<file path="src/rtl/golden_nonce_collector.sv">
// Golden-nonce collector: per-core pending slots, round-robin arbiter and FWFT result FIFO.
// Optional simulation trace of pops and finish-on-done when NONCE_COLLECTOR_TRACE_EN is defined.

module golden_nonce_slot #(
    parameter int NONCE_W = 32
) (
    input  logic               clk,
    input  logic               reset,
    input  logic               capture,
    input  logic               clear,
    input  logic               grant,
    input  logic               hit,
    input  logic [NONCE_W-1:0] hit_nonce,
    output logic               vld,
    output logic [NONCE_W-1:0] nonce,
    output logic               drop
);
    // A hit on a slot that is granted this cycle refills it instead of dropping.
    always_ff @(posedge clk or posedge reset) begin
        if (reset) begin
            vld   <= 1'b0;
            nonce <= '0;
        end else if (clear) begin
            vld <= 1'b0;
        end else if (capture && hit && (!vld || grant)) begin
            vld   <= 1'b1;
            nonce <= hit_nonce;
        end else if (grant) begin
            vld <= 1'b0;
        end
    end

    assign drop = capture && hit && vld && !grant;
endmodule

module golden_nonce_collector #(
    parameter int CHANNELS    = 4,
    parameter int NONCE_W     = 32,
    parameter int FIFO_DEPTH  = 8,
    parameter int MAX_RESULTS = 1,
    localparam int CH_W       = (CHANNELS > 1) ? $clog2(CHANNELS) : 1
) (
    input  logic                        clk,
    input  logic                        reset,
    input  logic                        enable,
    input  logic [CHANNELS-1:0]         hit,
    input  logic [CHANNELS*NONCE_W-1:0] hit_nonce,
    output logic                        out_valid,
    input  logic                        out_ready,
    output logic [NONCE_W-1:0]          out_nonce,
    output logic [CH_W-1:0]             out_channel,
    output logic [15:0]                 result_count,
    output logic [15:0]                 drop_count,
    output logic                        done
);
    localparam int AW = $clog2(FIFO_DEPTH);

    typedef enum logic [1:0] {IDLE, RUN, DONE} state_t;
    typedef struct packed {
        logic [CH_W-1:0]    ch;
        logic [NONCE_W-1:0] nonce;
    } entry_t;

    state_t state, state_nx;
    logic                               run, leave_run;
    logic [CHANNELS-1:0]                slot_vld, slot_drop, grant;
    logic [CHANNELS-1:0][NONCE_W-1:0]   slot_nonce;
    logic [CH_W-1:0]                    rr_ptr, grant_idx;
    logic                               grant_any;
    entry_t                             mem [FIFO_DEPTH];
    entry_t                             wr_entry, head;
    logic [AW:0]                        wr_ptr, rd_ptr;
    logic                               empty, full, pop, can_accept;
    logic [15:0]                        rc_inc;

    assign run       = (state == RUN);
    assign leave_run = run && (state_nx != RUN);

    for (genvar g = 0; g < CHANNELS; g++) begin : g_slot
        golden_nonce_slot #(.NONCE_W(NONCE_W)) u_slot (
            .clk       (clk),
            .reset     (reset),
            .capture   (run),
            .clear     (leave_run),
            .grant     (grant[g]),
            .hit       (hit[g]),
            .hit_nonce (hit_nonce[g*NONCE_W +: NONCE_W]),
            .vld       (slot_vld[g]),
            .nonce     (slot_nonce[g]),
            .drop      (slot_drop[g])
        );
    end

    // Round-robin search starting at rr_ptr; stalls (no grant) while the FIFO cannot take a word.
    always_comb begin
        int idx;
        idx       = 0;
        grant     = '0;
        grant_any = 1'b0;
        grant_idx = '0;
        if (run && can_accept) begin
            for (int k = 0; k < CHANNELS; k++) begin
                idx = int'(rr_ptr) + k;
                if (idx >= CHANNELS) idx = idx - CHANNELS;
                if (!grant_any && slot_vld[idx]) begin
                    grant_any  = 1'b1;
                    grant_idx  = CH_W'(idx);
                    grant[idx] = 1'b1;
                end
            end
        end
    end

    assign empty      = (wr_ptr == rd_ptr);
    assign full       = (wr_ptr[AW] != rd_ptr[AW]) && (wr_ptr[AW-1:0] == rd_ptr[AW-1:0]);
    assign pop        = !empty && out_ready;
    assign can_accept = !full || pop;

    assign wr_entry.ch    = grant_idx;
    assign wr_entry.nonce = slot_nonce[grant_idx];
    assign head           = mem[rd_ptr[AW-1:0]];

    assign out_valid   = !empty;
    assign out_nonce   = empty ? '0 : head.nonce;
    assign out_channel = empty ? '0 : head.ch;
    assign done        = (state == DONE);

    assign rc_inc = (result_count == 16'hFFFF) ? result_count : result_count + 16'd1;

    always_comb begin
        state_nx = state;
        case (state)
            IDLE: if (enable) state_nx = RUN;
            RUN: begin
                if (!enable)
                    state_nx = IDLE;
                else if (pop && MAX_RESULTS != 0 && 32'(rc_inc) == MAX_RESULTS)
                    state_nx = DONE;
            end
            DONE: if (!enable) state_nx = IDLE;
            default: state_nx = IDLE;
        endcase
    end

    always_ff @(posedge clk or posedge reset) begin
        if (reset) begin
            state        <= IDLE;
            result_count <= '0;
            drop_count   <= '0;
            rr_ptr       <= '0;
            wr_ptr       <= '0;
            rd_ptr       <= '0;
        end else begin
            state <= state_nx;
            if (state == IDLE && enable) begin
                result_count <= '0;
                drop_count   <= '0;
            end else if (run) begin
                if (pop) result_count <= rc_inc;
                if (|slot_drop && drop_count != 16'hFFFF) drop_count <= drop_count + 16'd1;
            end
            if (grant_any)
                rr_ptr <= (32'(grant_idx) == CHANNELS - 1) ? '0 : grant_idx + 1'b1;
            if (grant_any) wr_ptr <= wr_ptr + 1'b1;
            if (pop)       rd_ptr <= rd_ptr + 1'b1;
        end
    end

    always_ff @(posedge clk) begin
        if (grant_any) mem[wr_ptr[AW-1:0]] <= wr_entry;
    end

`ifdef NONCE_COLLECTOR_TRACE_EN
    logic done_q;
    always @(posedge clk or posedge reset) begin
        if (reset) begin
            done_q <= 1'b0;
        end else begin
            done_q <= done;
            if (pop) $display("%h %h", out_channel, out_nonce);
            if (done && !done_q) $finish(0);
        end
    end
`else
    // Trace disabled: no system tasks in this build.
`endif
endmodule

</file>
<file path="config.mk">
export PLATFORM = sky130hd
export DESIGN_NAME = golden_nonce_collector
export DESIGN_NICKNAME = d
export VERILOG_FILES = /design/src/rtl/golden_nonce_collector.sv
export SDC_FILE = /design/constraint.sdc
export NUM_CORES = 1
export LEC_CHECK = 0
export BUFFER_PORTS_ARGS = -buffer_cell sky130_fd_sc_hd__buf_4
export CAP_MARGIN = 20
export CORE_MARGIN = 8
export CORE_UTILIZATION = 53
export CTS_CLUSTER_SIZE = 20
export DETAILED_ROUTE_END_ITERATION = 6
export GPL_ROUTABILITY_DRIVEN = 0
export PLACE_DENSITY = 0.76
export SLEW_MARGIN = 10
export SYNTH_ARGS = -nofsm -noshare
export SYNTH_HDL_FRONTEND = slang
export SYNTH_SLANG_ARGS = --single-unit
</file>
<file path="constraint.sdc">
create_clock -name clk -period 6.3 [get_ports clk]
set_input_delay 0.63 -clock clk [delete_from_list [all_inputs] [get_ports clk]]
set_output_delay 0.63 -clock clk [all_outputs]
set_load 0.005 [all_outputs]
</file>
==> results.ini <==
[clocking]
cts_tree=done
clk_latency_ps=540
cts_buffer_depth=3
clk_pin_slew_ps=60
cts_hold_buf=0
post_cts_resized=0
cts_root_buf=clkbuf_16
clock_sinks=448
post_cts_buffers=0
cts_buffers=44
h-tree-depth=2

[timing]
hold_viol_final=0
setup_violations=0
slew_viol_final=0
fin_tns_setup_ps=0
fmax_ghz=0.209
fin_crit_sh_pct=75.9
worst_pin_slew_ps=1070
finalWorstPathRequiredPeriod_ps=4780
rsz0062_at_grt=false
relSlewSlack_pct=28.8
fin_worst_skew_ps=13.8

[detailed_routing]
vias=11700
ant_nets=0
firstDrtPassIters=5
wire_per_inst_um=24.5
drc=0
drt-initial-drc-count=1103
viasPerCell=6.01
wl_um=47900

[power_and_ir_drop]
pwr-share-seq_pct=40.9
switchingPower_uw=4410
peakVddDrop_mv=0.248
cellLeakagePower_uw=0.00930
combPwrFrac_pct=38.5
p_int_uw=8200
switching_share_pct=35.0
p_per_area_nw_per_um2=545
pwr-share-clk_pct=20.6

[synth]
yosysWarnings=0
ys_seq_area_share_pct=63.9
ys.flop_type=edfxtp_1
synth_top_family_by_area=multiplexers
synth_cell_types=61
ys_seq_elements=448
synthSimpleGateAreaFrac_pct=6.08
netlist_area_um2=19700
synth_compound_gate_area_share_pct=3.23
yosys.area.top_type=edfxtp_1
synth_edf_count=272
synthMuxAreaShare_pct=23.6
synth_cells=1256
synth_xor_area_share_pct=0.579
synthTopCellsByArea=edfxtp_1 42%, dfrtp_1 22%, mux4_2 8.1%
async_reset_ff_share_pct=39.3
synth_nets=1400
avgSynthCellArea_um2=15.7
synth.top_cell.area_share_pct=41.5
synth-adder-area-share_pct=0.509

[critical_path]
start_kind=flop
rr_worst_depth=10
cp.required_ps=6540
crit_path_end_kind=flop
worst-path-max-fanout=48
path_class=flop to flop
arrival_ps=5030

[finish]
final_layout_size_suffix_gt1_share_pct=25.8
design_area_um2=23100
syn_to_final_growth_pct=17.5
final_cell_mix=272 x edfxtp_1, 224 x buf_4, 173 x dfrtp_1
fin_nets=1593
seqCellArea_um2=12600
multiInputGateArea_um2=6770
antenna_cells=0
final_common_cell=edfxtp_1
nFillCells=2604

[floorplan]
core_area_um2=36600
dieArea_um2=43600
rows=70
die_w_um=209
die_y_um=209
io-pin-count=204
start_util_pct=53.8

[grt]
grt_pass1_wl_um=73500
antenna_found_initial=0
grt_util_all_layers_pct=21.7
grt_max_degree=72
grt_pass1_vias=12000
grt_overflow=0

[hold_path]
min_path_type=input port to async pin

[place]
dpl.hpwl_um=31100
io_buffers=203
place_area_um2=21700

[run]
drv_cap=0

[status]
status=complete, no violations

## synthesized netlist by cell type (3+ instances only)
library cell and count:
a211oi_1 3, a21oi_1 38, a221oi_1 3, a311oi_1 4
a31oi_1 5, and2_1 4, and3_1 10, and4_1 6
buf_1 13, buf_2 21, buf_4 6, clkbuf_1 38
dfrtp_1 176, edfxtp_1 272, ha_1 8, inv_1 18
mux2_1 128, mux2_2 5, mux2i_1 155, mux4_2 71
nand2_1 56, nand2b_1 11, nand3_1 20, nand3b_1 4
nand4_1 19, nor2_1 61, nor2b_1 7, nor3_1 12
nor3b_1 4, nor4_1 3, o211ai_1 3, o21ai_0 17
o31ai_1 3, or3_1 4, xnor2_1 9, xor2_1 4
## registers in the layout (all words and copies together) (netlist names)
name and cells:
drop_count 16, g_slot.u_slot.nonce 128, g_slot.u_slot.vld 4, mem 272, rd_ptr 4, result_count 16, rr_ptr 2, state 2
wr_ptr 4
## worst max-delay path: stages, from the launching register on
cell and delay (ps):
dfrtp_1 800, inv_1 270, ha_1 550, mux2i_1 340, mux2i_1 220, inv_1 140, a21oi_1 110, o311ai_4 260
buf_4 750, mux2i_1 370, mux2i_1 640
## power groups by stage
| stage | logic, uW | clock network (uW) | registers (uW) |
|---|---|---|---|
| 3_5_place_dp | 4860 | 0 | 5200 |
| 6_report | 4860 | 2600 | 5150 |
| 2_1_floorplan | 3290 | 0 | 4920 |
| 4_1_cts | 4890 | 2640 | 5150 |
| 5_1_grt | 5250 | 2750 | 5260 |
| 3_3_place_gp | 4730 | 0 | 5150 |
## metrics by stage
step | setup WS (ps) | util, % | instances | total power (uW) | hold WS (ps)
2_1_floorplan | 37.4 | - | 1256 | 8210 | 457
3_3_place_gp | 1730 | 59.3 | 1870 | 9870 | 467
3_5_place_dp | 1680 | 59.3 | 1870 | 10100 | 475
4_1_cts | 1650 | 63.1 | 1950 | 12700 | 118
5_1_grt | 1280 | 63.2 | 1951 | 13300 | 139
6_report | 1520 | 63.2 | 1951 | 12600 | 112
## routing by layer
layer  part of all wire, %  GRT usage (%)
met5                     0              0
met4                   1.9           4.86
met3                   8.0           4.56
met2                    45           33.0
met1                    45           31.9
## cell type report
class | instances | share of cell area (%)
Tap cell | 468 | 2.53
Clock inverter | 19 | 1.03
Multi-Input combinational cell | 711 | 29.3
Clock buffer | 61 | 5.12
Inverter | 19 | 0.330
Sequential cell | 448 | 54.4
Timing Repair Buffer | 225 | 7.30
## path summary, 6_finish.rpt
check,to,startpoint,slack [ps]
setup / recovery,mem[6][19],rr_ptr[0],1520
hold / removal,g_slot[3].u_slot.nonce[24],reset,110
setup reg to reg,mem[6][19],rr_ptr[0],1520
hold reg to reg,g_slot[1].u_slot.nonce[31],g_slot[1].u_slot.nonce[31],480
max in group asynchronous,rd_ptr[0],reset,4800
min in group clk,g_slot[0].u_slot.nonce[22],hit_nonce[22],310
## logic make-up after synthesis
group | count (synthesis)
fa+ha+maj | 8
mux | 359
flops | 448
simple gates | 231
compound gates | 100
xor+xnor | 13
buf+inv | 97
(Power assumes the default switching activity.)
